## src/rtl/uart_pos_cmd_parser_if.sv

```systemverilog
// Byte-stream and position/status signals between the UART receiver side and the parser.
// The master drives bytes in; the slave (the parser) drives position and status out.
interface uart_pos_cmd_parser_if;
  logic [7:0] rx_data;
  logic       rx_valid;
  logic [7:0] position_x;
  logic [7:0] position_y;
  logic       pos_valid;
  logic       cmd_err;
  logic [7:0] err_count;
  logic       busy;

  modport master (
    output rx_data, rx_valid,
    input  position_x, position_y, pos_valid, cmd_err, err_count, busy
  );

  modport slave (
    input  rx_data, rx_valid,
    output position_x, position_y, pos_valid, cmd_err, err_count, busy
  );
endinterface

```

## src/rtl/uart_pos_cmd_parser.sv

```systemverilog
// Parses ASCII "X<hex>[<hex>]<CR|LF>", "Y..." and "H<CR|LF>" commands into grid coordinates,
// with per-byte inactivity timeout and a saturating count of rejected frames.
module uart_pos_cmd_parser_chk #(
  parameter int unsigned X_MAX = 15,
  parameter int unsigned Y_MAX = 15
) (
  input logic       clk,
  input logic       reset_p,
  input logic [7:0] position_x,
  input logic [7:0] position_y,
  input logic       pos_valid,
  input logic       cmd_err
);
  a_pulse_excl: assert property (@(posedge clk) disable iff (reset_p) !(pos_valid && cmd_err));
  a_x_range:    assert property (@(posedge clk) disable iff (reset_p) position_x <= 8'(X_MAX));
  a_y_range:    assert property (@(posedge clk) disable iff (reset_p) position_y <= 8'(Y_MAX));
endmodule

module uart_pos_cmd_parser #(
  parameter int unsigned TIMEOUT_CYCLES = 10_000_000,
  parameter int unsigned X_MAX          = 15,
  parameter int unsigned Y_MAX          = 15
) (
  input logic                 clk,
  input logic                 reset_p,
  uart_pos_cmd_parser_if.slave bus
);
  // Counter only needs to reach TIMEOUT_CYCLES-1.
  localparam int unsigned CW = (TIMEOUT_CYCLES > 1) ? $clog2(TIMEOUT_CYCLES) : 1;
  localparam logic [CW-1:0] TO_LAST = CW'(TIMEOUT_CYCLES - 1);
  localparam logic [7:0]    X_LIM   = 8'(X_MAX);
  localparam logic [7:0]    Y_LIM   = 8'(Y_MAX);

  typedef enum logic [2:0] {
    S_IDLE = 3'd0,
    S_D0   = 3'd1,
    S_D1   = 3'd2,
    S_TERM = 3'd3,
    S_HOME = 3'd4
  } state_t;

  state_t      state;
  logic          axis_y;
  logic [7:0]    acc;
  logic [CW-1:0] cnt;
  logic [7:0]    position_x;
  logic [7:0]    position_y;
  logic          pos_valid;
  logic          cmd_err;
  logic [7:0]    err_count;

  function automatic logic is_hex(input logic [7:0] b);
    return ((b >= 8'h30) && (b <= 8'h39)) ||
           ((b >= 8'h41) && (b <= 8'h46)) ||
           ((b >= 8'h61) && (b <= 8'h66));
  endfunction

  // 'A'..'F' and 'a'..'f' both carry 1..6 in the low nibble.
  function automatic logic [3:0] hex_val(input logic [7:0] b);
    if (b <= 8'h39) begin
      return b[3:0];
    end else begin
      return b[3:0] + 4'd9;
    end
  endfunction

  function automatic logic is_term(input logic [7:0] b);
    return (b == 8'h0D) || (b == 8'h0A);
  endfunction

  function automatic logic is_axis(input logic [7:0] b);
    return (b == 8'h58) || (b == 8'h78) || (b == 8'h59) || (b == 8'h79);
  endfunction

  function automatic logic [7:0] sat_inc(input logic [7:0] v);
    if (v == 8'hFF) begin
      return v;
    end else begin
      return v + 8'd1;
    end
  endfunction

  // Parser state machine with registered position and status outputs.
  always_ff @(posedge clk or posedge reset_p) begin
    if (reset_p) begin
      state      <= S_IDLE;
      axis_y     <= 1'b0;
      acc        <= 8'd0;
      cnt        <= '0;
      position_x <= 8'd0;
      position_y <= 8'd0;
      pos_valid  <= 1'b0;
      cmd_err    <= 1'b0;
      err_count  <= 8'd0;
    end else begin
      pos_valid <= 1'b0;
      cmd_err   <= 1'b0;
      if (bus.rx_valid || (state == S_IDLE)) begin
        cnt <= '0;
      end else begin
        cnt <= cnt + 1'b1;
      end

      if (bus.rx_valid) begin
        case (state)
          S_IDLE: begin
            if (is_axis(bus.rx_data)) begin
              axis_y <= bus.rx_data[0];
              state  <= S_D0;
            end else if ((bus.rx_data == 8'h48) || (bus.rx_data == 8'h68)) begin
              state <= S_HOME;
            end else if (is_term(bus.rx_data) || (bus.rx_data == 8'h20)) begin
              state <= S_IDLE;
            end else begin
              cmd_err   <= 1'b1;
              err_count <= sat_inc(err_count);
            end
          end
          S_D0: begin
            if (is_hex(bus.rx_data)) begin
              acc   <= {4'h0, hex_val(bus.rx_data)};
              state <= S_D1;
            end else begin
              cmd_err   <= 1'b1;
              err_count <= sat_inc(err_count);
              state     <= S_IDLE;
            end
          end
          S_D1: begin
            if (is_hex(bus.rx_data)) begin
              // acc holds a single digit here, so the shift is the 8-bit acc*16+digit.
              acc   <= {acc[3:0], hex_val(bus.rx_data)};
              state <= S_TERM;
            end else if (is_term(bus.rx_data)) begin
              if (axis_y && (acc <= Y_LIM)) begin
                position_y <= acc;
                pos_valid  <= 1'b1;
              end else if (!axis_y && (acc <= X_LIM)) begin
                position_x <= acc;
                pos_valid  <= 1'b1;
              end else begin
                cmd_err   <= 1'b1;
                err_count <= sat_inc(err_count);
              end
              state <= S_IDLE;
            end else begin
              cmd_err   <= 1'b1;
              err_count <= sat_inc(err_count);
              state     <= S_IDLE;
            end
          end
          S_TERM: begin
            if (is_term(bus.rx_data)) begin
              if (axis_y && (acc <= Y_LIM)) begin
                position_y <= acc;
                pos_valid  <= 1'b1;
              end else if (!axis_y && (acc <= X_LIM)) begin
                position_x <= acc;
                pos_valid  <= 1'b1;
              end else begin
                cmd_err   <= 1'b1;
                err_count <= sat_inc(err_count);
              end
            end else begin
              cmd_err   <= 1'b1;
              err_count <= sat_inc(err_count);
            end
            state <= S_IDLE;
          end
          S_HOME: begin
            if (is_term(bus.rx_data)) begin
              position_x <= 8'd0;
              position_y <= 8'd0;
              pos_valid  <= 1'b1;
            end else begin
              cmd_err   <= 1'b1;
              err_count <= sat_inc(err_count);
            end
            state <= S_IDLE;
          end
          default: begin
            state <= S_IDLE;
          end
        endcase
      end else if ((state != S_IDLE) && (cnt == TO_LAST)) begin
        // A byte arriving in the timeout cycle takes the branch above instead.
        cmd_err   <= 1'b1;
        err_count <= sat_inc(err_count);
        state     <= S_IDLE;
        cnt       <= '0;
      end else begin
        state <= state;
      end
    end
  end

  assign bus.position_x = position_x;
  assign bus.position_y = position_y;
  assign bus.pos_valid  = pos_valid;
  assign bus.cmd_err    = cmd_err;
  assign bus.err_count  = err_count;
  assign bus.busy       = (state != S_IDLE);

  uart_pos_cmd_parser_chk #(.X_MAX(X_MAX), .Y_MAX(Y_MAX)) u_chk (
    .clk        (clk),
    .reset_p    (reset_p),
    .position_x (position_x),
    .position_y (position_y),
    .pos_valid  (pos_valid),
    .cmd_err    (cmd_err)
  );
endmodule

```

## src/flat_wrapper.sv

```systemverilog
// flat-port wrapper written by rule: the top's interface ports become plain ports
module uart_pos_cmd_parser_flat 
#(
  parameter int unsigned TIMEOUT_CYCLES = 10_000_000,
  parameter int unsigned X_MAX          = 15,
  parameter int unsigned Y_MAX          = 15
)
  (clk, reset_p, bus_rx_data, bus_rx_valid, bus_position_x, bus_position_y, bus_pos_valid, bus_cmd_err, bus_err_count, bus_busy);
  uart_pos_cmd_parser_if bus_i ();
  input logic clk;
  input logic reset_p;
  input wire logic [$bits(bus_i.rx_data)-1:0] bus_rx_data;
  input wire logic [$bits(bus_i.rx_valid)-1:0] bus_rx_valid;
  output wire logic [$bits(bus_i.position_x)-1:0] bus_position_x;
  output wire logic [$bits(bus_i.position_y)-1:0] bus_position_y;
  output wire logic [$bits(bus_i.pos_valid)-1:0] bus_pos_valid;
  output wire logic [$bits(bus_i.cmd_err)-1:0] bus_cmd_err;
  output wire logic [$bits(bus_i.err_count)-1:0] bus_err_count;
  output wire logic [$bits(bus_i.busy)-1:0] bus_busy;
  assign bus_i.rx_data = bus_rx_data;
  assign bus_i.rx_valid = bus_rx_valid;
  assign bus_position_x = bus_i.position_x;
  assign bus_position_y = bus_i.position_y;
  assign bus_pos_valid = bus_i.pos_valid;
  assign bus_cmd_err = bus_i.cmd_err;
  assign bus_err_count = bus_i.err_count;
  assign bus_busy = bus_i.busy;
  uart_pos_cmd_parser #(.TIMEOUT_CYCLES(TIMEOUT_CYCLES), .X_MAX(X_MAX), .Y_MAX(Y_MAX)) u_core (.clk(clk), .reset_p(reset_p), .bus(bus_i));
endmodule
```

## config.mk

```make
export PLATFORM = sky130hd
export DESIGN_NAME = uart_pos_cmd_parser_flat
export DESIGN_NICKNAME = d
export VERILOG_FILES = /design/src/rtl/uart_pos_cmd_parser_if.sv /design/src/rtl/uart_pos_cmd_parser.sv /design/src/flat_wrapper.sv
export SDC_FILE = /design/constraint.sdc
export NUM_CORES = 1
export LEC_CHECK = 0
export ABC_AREA = 0
export CORE_MARGIN = 2
export CORE_UTILIZATION = 45
export CTS_CLUSTER_SIZE = 24
export DETAILED_ROUTE_END_ITERATION = 8
export PLACE_DENSITY_LB_ADDON = 0.3
export SETUP_SLACK_MARGIN = 0.1
export SLEW_MARGIN = 10
export SYNTH_ARGS = -nofsm -noshare
export SYNTH_HDL_FRONTEND = slang
export SYNTH_SLANG_ARGS = --single-unit
export TNS_END_PERCENT = 50
```

## constraint.sdc

```tcl
create_clock -name clk -period 2.55 [get_ports clk]
set_clock_uncertainty 0.1 [all_clocks]
set_input_delay 0.3825 -clock clk [delete_from_list [all_inputs] [get_ports clk]]
set_output_delay 0.3825 -clock clk [all_outputs]
set_load 0.1 [all_outputs]
```

==> run_results.csv, run 1 <==
group,metric,value,unit
outcome,outcome,"finished, final reports clean",
cells_and_area,drive_gt1_frac,0.277,
power,swShare,0.362,
yosys,netlist.area_leader.share,0.478,
route,wl,6940,µm
yosys,synth_area_per_cell,9.87,µm²
sta,finalCritPeriodShare,0.951,
sta,setup_viol,0,
yosys,syn_nets,346,
yosys,synth-seq-cells,62,
place,place_inst,489,
route,dr_wl_met3,167,µm
route,wl_met2,3480,µm
place,dp.final_hpwl,5110,µm
route,vias,2638,
yosys,synthFlopType,"dfrtp_1",
floorplanning,dieArea,0.00791,mm²
clock_network,clk_pin_slew_worst_paths,70,ps
cells_and_area,final_cells,507,
worst_setup_path,critical_path_class,"flip-flop to flip-flop",
place,globalplace.congestion,0.768,
yosys,synthArstFlopShare,1.00,
yosys,syn-cell-area,0.00325,mm²
min_path,hold_path.class,"primary input to async pin",
route,drc,0,
clock_network,clock_latency,340,ps
route,via_per_inst,5.20,
power,internal-power,1790,µW
route,met1_length,3210,µm
cells_and_area,finish.net_count,423,
floorplanning,fp-row-count,30,
sta,worst_slew_pin_slew,502,ps
clock_network,clock-sinks,62,
global_route,grt_pass1_wl,11300,µm
power,ir_worst_vdd,662,µV
worst_setup_path,critical-path-max-stage-delay,550,ps
power,finalPower,2810,µW
yosys,netlist_top_cells_count,"62 x dfrtp_1, 33 x nor2_1, 30 x nand2_1",
global_route,groute.usage.overall,0.185,
floorplanning,die_w,89.0,µm
yosys,ys_seq_area_frac,0.478,
sta,grt_setup_unrepaired,"yes",
worst_setup_path,cp_max_fo,7,
worst_setup_path,ff2ff_setup_slack,120,ps
global_route,grt_pass1_vias,2465,
sta,fmax,412,MHz
global_route,grt_start_max_net_pins,41,
worst_setup_path,cp-end-kind,"flip-flop",
cells_and_area,nFillCells,604,
clock_network,cts_tree,"done",
worst_setup_path,crit_chain,"or4_4, or3b_4, a21oi_2, nand4bb_1, buf_4, nor2_4, mux2_4",
yosys,ys_top_cells_by_area,"dfrtp_1 48%, xor2_1 4.3%, nor2_1 3.8%",
route,drt_iter0_markers,101,
sta,period_minus_slack,2430,ps
cells_and_area,diodes,0,
sta,slew_headroom,0.665,
sta,hold_viol,0,
clock_network,cts.htree.levels,3,
power,power_frac_seq,0.399,
clock_network,cts_buffer_depth,2,
global_route,antenna_found_initial,0,
power,p_leak,0.00189,µW
clock_network,holdBufCountCts,0,
yosys,synth_area_leader_cell,"dfrtp_1",
power,clkPwrFrac,0.342,
worst_setup_path,cp.buffers_inverters,1,
clock_network,cts_inserted_buffers,9,
cells_and_area,multi_input_area,0.00166,mm²
cells_and_area,final-seq-area,0.00155,mm²
worst_setup_path,worstPathRequired,2670,ps
route,routed.top_layer,"met4",
route,postRouteAntennaNets,0,
route,firstDrtPassIters,5,
power,p_per_area,661,mW/mm²
floorplanning,io_pins,38,
worst_setup_path,start_kind,"flip-flop",
yosys,synthDistinctLibCells,56,
clock_network,clockRootBuffer,"clkbuf_8",
route,wl_per_cell,13.7,µm
worst_setup_path,critical_path_arrival,2550,ps
floorplanning,die_y,89.0,µm
cells_and_area,syn_to_final_growth,30.8,%
floorplanning,initial_core_util,0.470,
worst_setup_path,path_delay_family,"simple AND/OR/NAND/NOR gates",
flow_run,drv_cap,0,
power,p_sw,1020,µW
worst_setup_path,critPathSlowestCell,"or4_4",
power,power_frac_comb,0.259,
yosys,synth-edff-count,0,
sta,maxSlewViolCount,0,
yosys,synth_most_common_cell,"dfrtp_1",
global_route,grt_overflow_total,0,
yosys,netlist_instances,329,
yosys,yosys_warnings,0,
place,portBuffers,37,
floorplanning,core,0.00691,mm²
==> layout make-up <==
cell class | count | area share
multi-input combinational | 243 | 0.391
timing repair buffer | 80 | 0.155
sequential | 62 | 0.365
tap | 96 | 0.0283
inverter | 10 | 0.00883
clock buffer | 9 | 0.0292
clock inverter | 7 | 0.0233
==> registers in the layout, summed over array words and instances (netlist names) <==
register               cells
u_core.bus.position_x      8
u_core.bus.cmd_err         1
u_core.state               3
u_core.bus.err_count       8
u_core.acc                 8
u_core.bus.position_y      8
u_core.bus.pos_valid       1
u_core.axis_y              1
u_core.cnt                24
==> power groups by stage <==
stage / clock network [µW] / logic [µW] / registers [µW]
floorplan: 0 / 159 / 1500
global placement: 0 / 708 / 1130
detailed placement: 0 / 716 / 1140
CTS: 972 / 717 / 1120
global route: 1030 / 759 / 1130
finish: 961 / 727 / 1120
==> metrics by stage <==
stage	setup TNS (ps)	setup slack, ps	hold slack [ps]	area (µm²)	util
2_1_floorplan	0	124	355	3250	-
3_3_place_gp	-2590	-220	374	3940	0.570
4_1_cts	0	68.2	299	4160	0.602
6_report	0	124	287	4250	0.615
3_5_place_dp	-3680	-303	376	3940	0.570
5_1_grt	0	56.8	318	4250	0.615
==> logic make-up (layout without fill, tap and decap cells) <==
family | Yosys count | in the layout | share of synthesized area
compound gates | 49 | 49 | 0.101
xor+xnor | 29 | 29 | 0.0782
fa+ha+maj | 6 | 6 | 0.0231
buf+inv | 24 | 106 | 0.0324
flops | 62 | 62 | 0.478
mux | 10 | 10 | 0.0354
simple gates | 149 | 149 | 0.253
==> worst register-to-register path: stages (launching register included) <==
cell and delay (ps):
dfrtp_1 410, or4_4 550, or3b_4 430, a21oi_2 170, nand4bb_1 150, buf_4 180
nor2_4 50, mux2_4 280
==> what timing repair did <==
action,CTS,global route
buffers inserted,0,2
gates resized for setup,1,17
endpoints found under the setup margin,6,15
endpoints found under the hold margin,0,0
pin swaps,0,4
==> cells in the final DEF, fill, tap and decap left out, types with 3 or more instances in the layout <==
cell type / synthesis / routed
a21oi_1: 9 / 9
a31oi_1: 4 / 4
and2_1: 7 / 7
and3_1: 5 / 5
and4_1: 4 / 4
buf_4: 1 / 67
clkbuf_8: 0 / 9
clkdlybuf4s50_1: 0 / 9
clkinv_4: 0 / 3
dfrtp_1: 62 / 62
ha_1: 6 / 4
inv_1: 10 / 8
mux2_2: 8 / 8
nand2_1: 30 / 30
nand3_1: 16 / 16
nand3b_1: 4 / 4
nand4_1: 3 / 3
nor2_1: 33 / 33
nor2b_1: 9 / 9
nor3_1: 12 / 11
o21ai_0: 14 / 13
o2bb2ai_1: 5 / 5
or3_1: 7 / 7
xnor2_1: 13 / 13
xor2_1: 16 / 16
==> metal layers <==
| metal | track usage | up-vias |
|---|---|---|
| li1 | - | 1316 |
| met1 | 0.250 | 1281 |
| met2 | 0.299 | 34 |
| met3 | 0.0388 | 7 |
| met4 | 0.0651 | 0 |
| met5 | 0 | - |
==> path summary, 6_finish.rpt <==
path | cells after the start | to | start
hold reg to reg | 1 | u_core.cnt[0] | u_core.cnt[0]
min in group clk | 1 | u_core.cnt[0] | u_core.cnt[0]
hold / removal | 2 | u_core.bus.position_x[4] | reset_p
setup reg to reg | 7 | u_core.bus.err_count[1] | u_core.acc[4]
max in group asynchronous | 3 | u_core.bus.err_count[0] | reset_p
setup / recovery | 7 | u_core.bus.err_count[1] | u_core.acc[4]
Note: power is estimated with default switching activity, not from simulation.
==> run 2, diff against run 1 <==
SETUP_SLACK_MARGIN = unset   (was 0.1)
==> run_results.csv, run 2 (synthesized netlist as in run 1, its figures left out) <==
group,metric,value,unit
route,firstDrtPassIters,4,
floorplanning,io_pins,38,
worst_setup_path,critical_path_arrival,2620,ps
floorplanning,dieArea,0.00791,mm²
worst_setup_path,cp-end-kind,"flip-flop",
min_path,hold_path.class,"primary input to async pin",
sta,grt_setup_unrepaired,"yes",
worst_setup_path,reg2reg_to,"u_core.bus.err_count[1]",
floorplanning,initial_core_util,0.470,
sta,fmax,408,MHz
worst_setup_path,path_delay_family,"buffers and inverters",
sta,hold_viol,0,
place,globalplace.congestion,0.768,
cells_and_area,drive_gt1_frac,0.261,
global_route,antenna_found_initial,0,
route,wl_per_cell,13.6,µm
route,via_per_inst,5.17,
worst_setup_path,ff2ff_setup_slack,140,ps
worst_setup_path,crit_chain,"clkdlybuf4s50_1, inv_1, ha_1, buf_4, buf_4, a21oi_1, o22ai_1, o21ai_0, nand4bb_1, buf_4, nor4_1, xor2_1",
sta,setup_tns,0,ps
floorplanning,die_y,89.0,µm
worst_setup_path,critPathSlowestCell,"clkdlybuf4s50_1",
floorplanning,die_w,89.0,µm
power,p_per_area,669,mW/mm²
route,vias,2616,
worst_setup_path,critical-path-max-stage-delay,480,ps
clock_network,clock-sinks,62,
clock_network,clk_pin_slew_worst_paths,80,ps
sta,setup_viol,0,
outcome,outcome,"finished, final reports clean",
clock_network,cts_buffer_depth,2,
worst_setup_path,cp_common_cell,"buf_4",
cells_and_area,syn_to_final_growth,28.8,%
clock_network,clockRootBuffer,"clkbuf_8",
cells_and_area,final-seq-area,0.00155,mm²
power,p_leak,0.00187,µW
global_route,grt_overflow_total,0,
cells_and_area,diodes,0,
place,dp.final_hpwl,5110,µm
worst_setup_path,critical_path_class,"primary input to flip-flop",
cells_and_area,multi_input_area,0.00161,mm²
cells_and_area,layout_common_cells,"67 x buf_4, 62 x dfrtp_1, 33 x nor2_1",
cells_and_area,nFillCells,616,
clock_network,clock_latency,340,ps
global_route,grt_start_max_net_pins,41,
place,portBuffers,37,
sta,period_minus_slack,2450,ps
worst_setup_path,worstReg2RegStart,"u_core.acc[4]",
route,postRouteAntennaNets,0,
sta,worst_slew_pin_slew,505,ps
worst_setup_path,worst_setup_path_startpoint,"bus_rx_data[1]",
worst_setup_path,r2r_cells,7,
floorplanning,fp-row-count,30,
global_route,groute.usage.overall,0.185,
worst_setup_path,worstPathRequired,2720,ps
clock_network,cts.htree.levels,3,
global_route,grt_pass1_vias,2465,
power,ir_worst_vdd,662,µV
worst_setup_path,cp.buffers_inverters,5,
cells_and_area,largest_register_ffs,24,
cells_and_area,largest-register,"u_core.cnt",
clock_network,holdBufCountCts,0,
worst_setup_path,cp_max_fo,7,
sta,fin_hold_ws,290,ps
flow_run,drv_cap,0,
sta,finalCritPeriodShare,0.962,
route,drt_iter0_markers,88,
cells_and_area,layout_commonest_cell,"buf_4",
sta,maxSlewViolCount,0,
route,wl,6890,µm
cells_and_area,finish.net_count,422,
floorplanning,core,0.00691,mm²
sta,slew_headroom,0.663,
route,drc,0,
global_route,grt_pass1_wl,11300,µm
worst_setup_path,start_kind,"primary input",
clock_network,cts_inserted_buffers,9,
clock_network,cts_tree,"done",
==> run 2: per-stage QoR <==
step / cells / worst slack (ps) / cell area (µm²) / utilization / total power, µW
2_1_floorplan: 329 / 124 / 3250 / - / 1660
3_3_place_gp: 489 / -220 / 3940 / 0.570 / 1840
3_5_place_dp: 489 / -303 / 3940 / 0.570 / 1850
4_1_cts: 505 / 45.7 / 4160 / 0.602 / 2810
5_1_grt: 506 / -34.8 / 4180 / 0.606 / 2910
6_report: 506 / 97.6 / 4180 / 0.606 / 2800
==> run 2: layout make-up <==
cell class                      instances  area share
Timing Repair Buffer                   79       0.154
Clock inverter                          7      0.0236
Clock buffer                            9      0.0296
Multi-Input combinational cell        243       0.385
Sequential cell                        62       0.371
Inverter                               10     0.00897
Tap cell                               96      0.0287
==> run 2: how the worst max path moves through the flow <==
stage	slack, ps	cells past startpoint	endpoint
6_report	100	12	u_core.bus.err_count[5]
5_1_grt	-30	11	u_core.bus.err_count[6]
4_1_cts	50	9	u_core.acc[3]
3_5_place_dp	-300	9	u_core.acc[3]
3_3_place_gp	-220	9	u_core.acc[3]
2_1_floorplan	120	8	u_core.acc[0]
==> run 2: layer usage <==
metal | global-route usage | vias up | wire, µm
met1 | 0.250 | 1276 | 3220
li1 | - | 1310 | -
met2 | 0.299 | 23 | 3440
met3 | 0.0388 | 7 | 148
met5 | 0 | - | 0
met4 | 0.0651 | 0 | 79
==> run 2: power by group <==
group          total [µW]  leakage [µW]  switching (µW)  internal (µW)
Sequential           1120      0.000820            79.3           1040
Combinational         716      0.000944             524            192
Clock                 963      0.000109             410            553
==> run 2: timing repair <==
action	CTS	global route
setup endpoints to repair	0	14
gates resized for setup	0	4
buffers inserted	0	1
==> run 3, diff against run 2 <==
CORE_UTILIZATION = 40   (was 45)
==> run_results.csv, run 3 (synthesized netlist as in run 1, its figures left out) <==
group,metric,value,unit
worst_setup_path,cp.buffers_inverters,3,
worst_setup_path,critical_path_class,"primary input to flip-flop",
clock_network,cts_tree,"done",
sta,slew_headroom,0.686,
worst_setup_path,critical_path_arrival,2560,ps
place,place_inst,491,
sta,setup_viol,0,
global_route,groute.usage.overall,0.167,
power,p_leak,0.00186,µW
global_route,antenna_found_initial,0,
worst_setup_path,worstPathRequired,2690,ps
route,wl_per_cell,13.5,µm
sta,hold_viol,0,
cells_and_area,syn_to_final_growth,30.0,%
min_path,hold_path.class,"primary input to async pin",
worst_setup_path,cp-end-kind,"flip-flop",
worst_setup_path,cp_num_cells,9,
cells_and_area,layout_common_cells,"62 x buf_4, 62 x dfrtp_1, 33 x nor2_1",
cells_and_area,drive_gt1_frac,0.268,
floorplanning,core,0.00781,mm²
cells_and_area,diodes,0,
outcome,outcome,"finished, final reports clean",
clock_network,holdBufCountCts,0,
floorplanning,io_pins,38,
sta,grt_setup_unrepaired,"yes",
clock_network,clock_latency,340,ps
global_route,grt_start_max_net_pins,63,
floorplanning,dieArea,0.00886,mm²
clock_network,cts.htree.levels,3,
worst_setup_path,start_kind,"primary input",
floorplanning,die_y,94.1,µm
clock_network,clk_pin_slew_worst_paths,70,ps
cells_and_area,fin_area,0.00422,mm²
worst_setup_path,critical-path-max-stage-delay,650,ps
sta,maxSlewViolCount,0,
sta,worst_slew_pin_slew,468,ps
floorplanning,initial_core_util,0.416,
global_route,grt_pass1_wl,11600,µm
power,ir_worst_vdd,504,µV
clock_network,cts_buffer_depth,2,
floorplanning,fp-row-count,32,
power,p_per_area,652,mW/mm²
sta,period_minus_slack,2430,ps
route,vias,2600,
worst_setup_path,cp_max_fo,3,
clock_network,cts_inserted_buffers,9,
worst_setup_path,critPathSlowestCell,"or4b_2",
floorplanning,die_w,94.1,µm
cells_and_area,final_cells,509,
route,wl,6860,µm
route,via_per_inst,5.11,
place,placed_area,0.00393,mm²
global_route,grt_pass1_vias,2590,
global_route,grt_overflow_total,0,
place,globalplace.congestion,0.809,
worst_setup_path,r2r_cells,7,
cells_and_area,largest-register,"u_core.cnt",
cells_and_area,finish.net_count,419,
route,firstDrtPassIters,4,
worst_setup_path,crit_chain,"clkdlybuf4s50_1, inv_1, buf_4, ha_1, mux2i_1, or4b_2, o221ai_1, a21oi_1, o211a_1",
cells_and_area,largest_register_ffs,24,
worst_setup_path,path_delay_family,"buffers and inverters",
clock_network,clockRootBuffer,"clkbuf_8",
sta,fmax,412,MHz
clock_network,clock-sinks,62,
route,postRouteAntennaNets,0,
place,dp.final_hpwl,4840,µm
route,drt_iter0_markers,65,
route,drc,0,
flow_run,drv_cap,0,
place,portBuffers,37,
sta,finalCritPeriodShare,0.952,
==> run 3: final cells by class <==
cell class / instances / area, µm²
well taps: 102 / 128
inverters: 10 / 37.5
flip-flops and latches: 62 / 1550
repair buffers: 76 / 639
clock inverters: 5 / 57.6
fillers: 706 / 3580
clock buffers: 11 / 151
multi-input cells: 243 / 1660
==> run 3: worst reg2reg max path: stages (launching register included) <==
cell       delay, ps
dfrtp_1          410
or4_4            550
or3b_4           430
a21oi_2          180
nand4bb_1        160
buf_6            160
nor2_4            50
mux2_4           280
==> run 3: metal layers <==
layer  routed length, µm  up-vias  share of wire  global-route usage
li1                    -     1310              -                   -
met1                3180     1253           0.46               0.218
met2                3430       30           0.50               0.263
met3                 156        7          0.023              0.0289
met4                 102        0          0.015              0.0918
met5                   0        -              0                   0
==> run 3: repair_timing <==
action	CTS	global route
setup endpoints to repair	0	16
setup buffers	0	2
resized for setup	0	16
==> run 3: final timing paths <==
kind / start / end / slack, ps
worst min-delay path: reset_p / u_core.bus.position_x[6] / 310
worst max register to register: u_core.acc[4] / u_core.bus.err_count[1] / 120
worst max-delay path: bus_rx_data[0] / u_core.bus.cmd_err / 120
max in group asynchronous: reset_p / u_core.bus.err_count[5] / 1760
min in group clk: u_core.cnt[0] / u_core.cnt[0] / 390
worst min register to register: u_core.cnt[0] / u_core.cnt[0] / 390
==> run 3: report_power, final <==
group	leakage (µW)	total, µW	internal, µW	switching [µW]
clock	0.0000976	904	503	402
combinational	0.000945	730	194	536
sequential	0.000820	1120	1040	78.3
total	0.00186	2750	1740	1020
==> run 3: stage by stage <==
stage	util	setup slack [ps]	power [µW]	TNS [ps]	hold WS, ps
global route	0.541	-8.20	2860	-14.4	363
floorplan	-	124	1660	0	355
finish	0.541	123	2750	0	315
detailed placement	0.503	-355	1850	-4850	372
CTS	0.530	7.57	2760	0	332
global placement	0.503	-302	1840	-3850	371
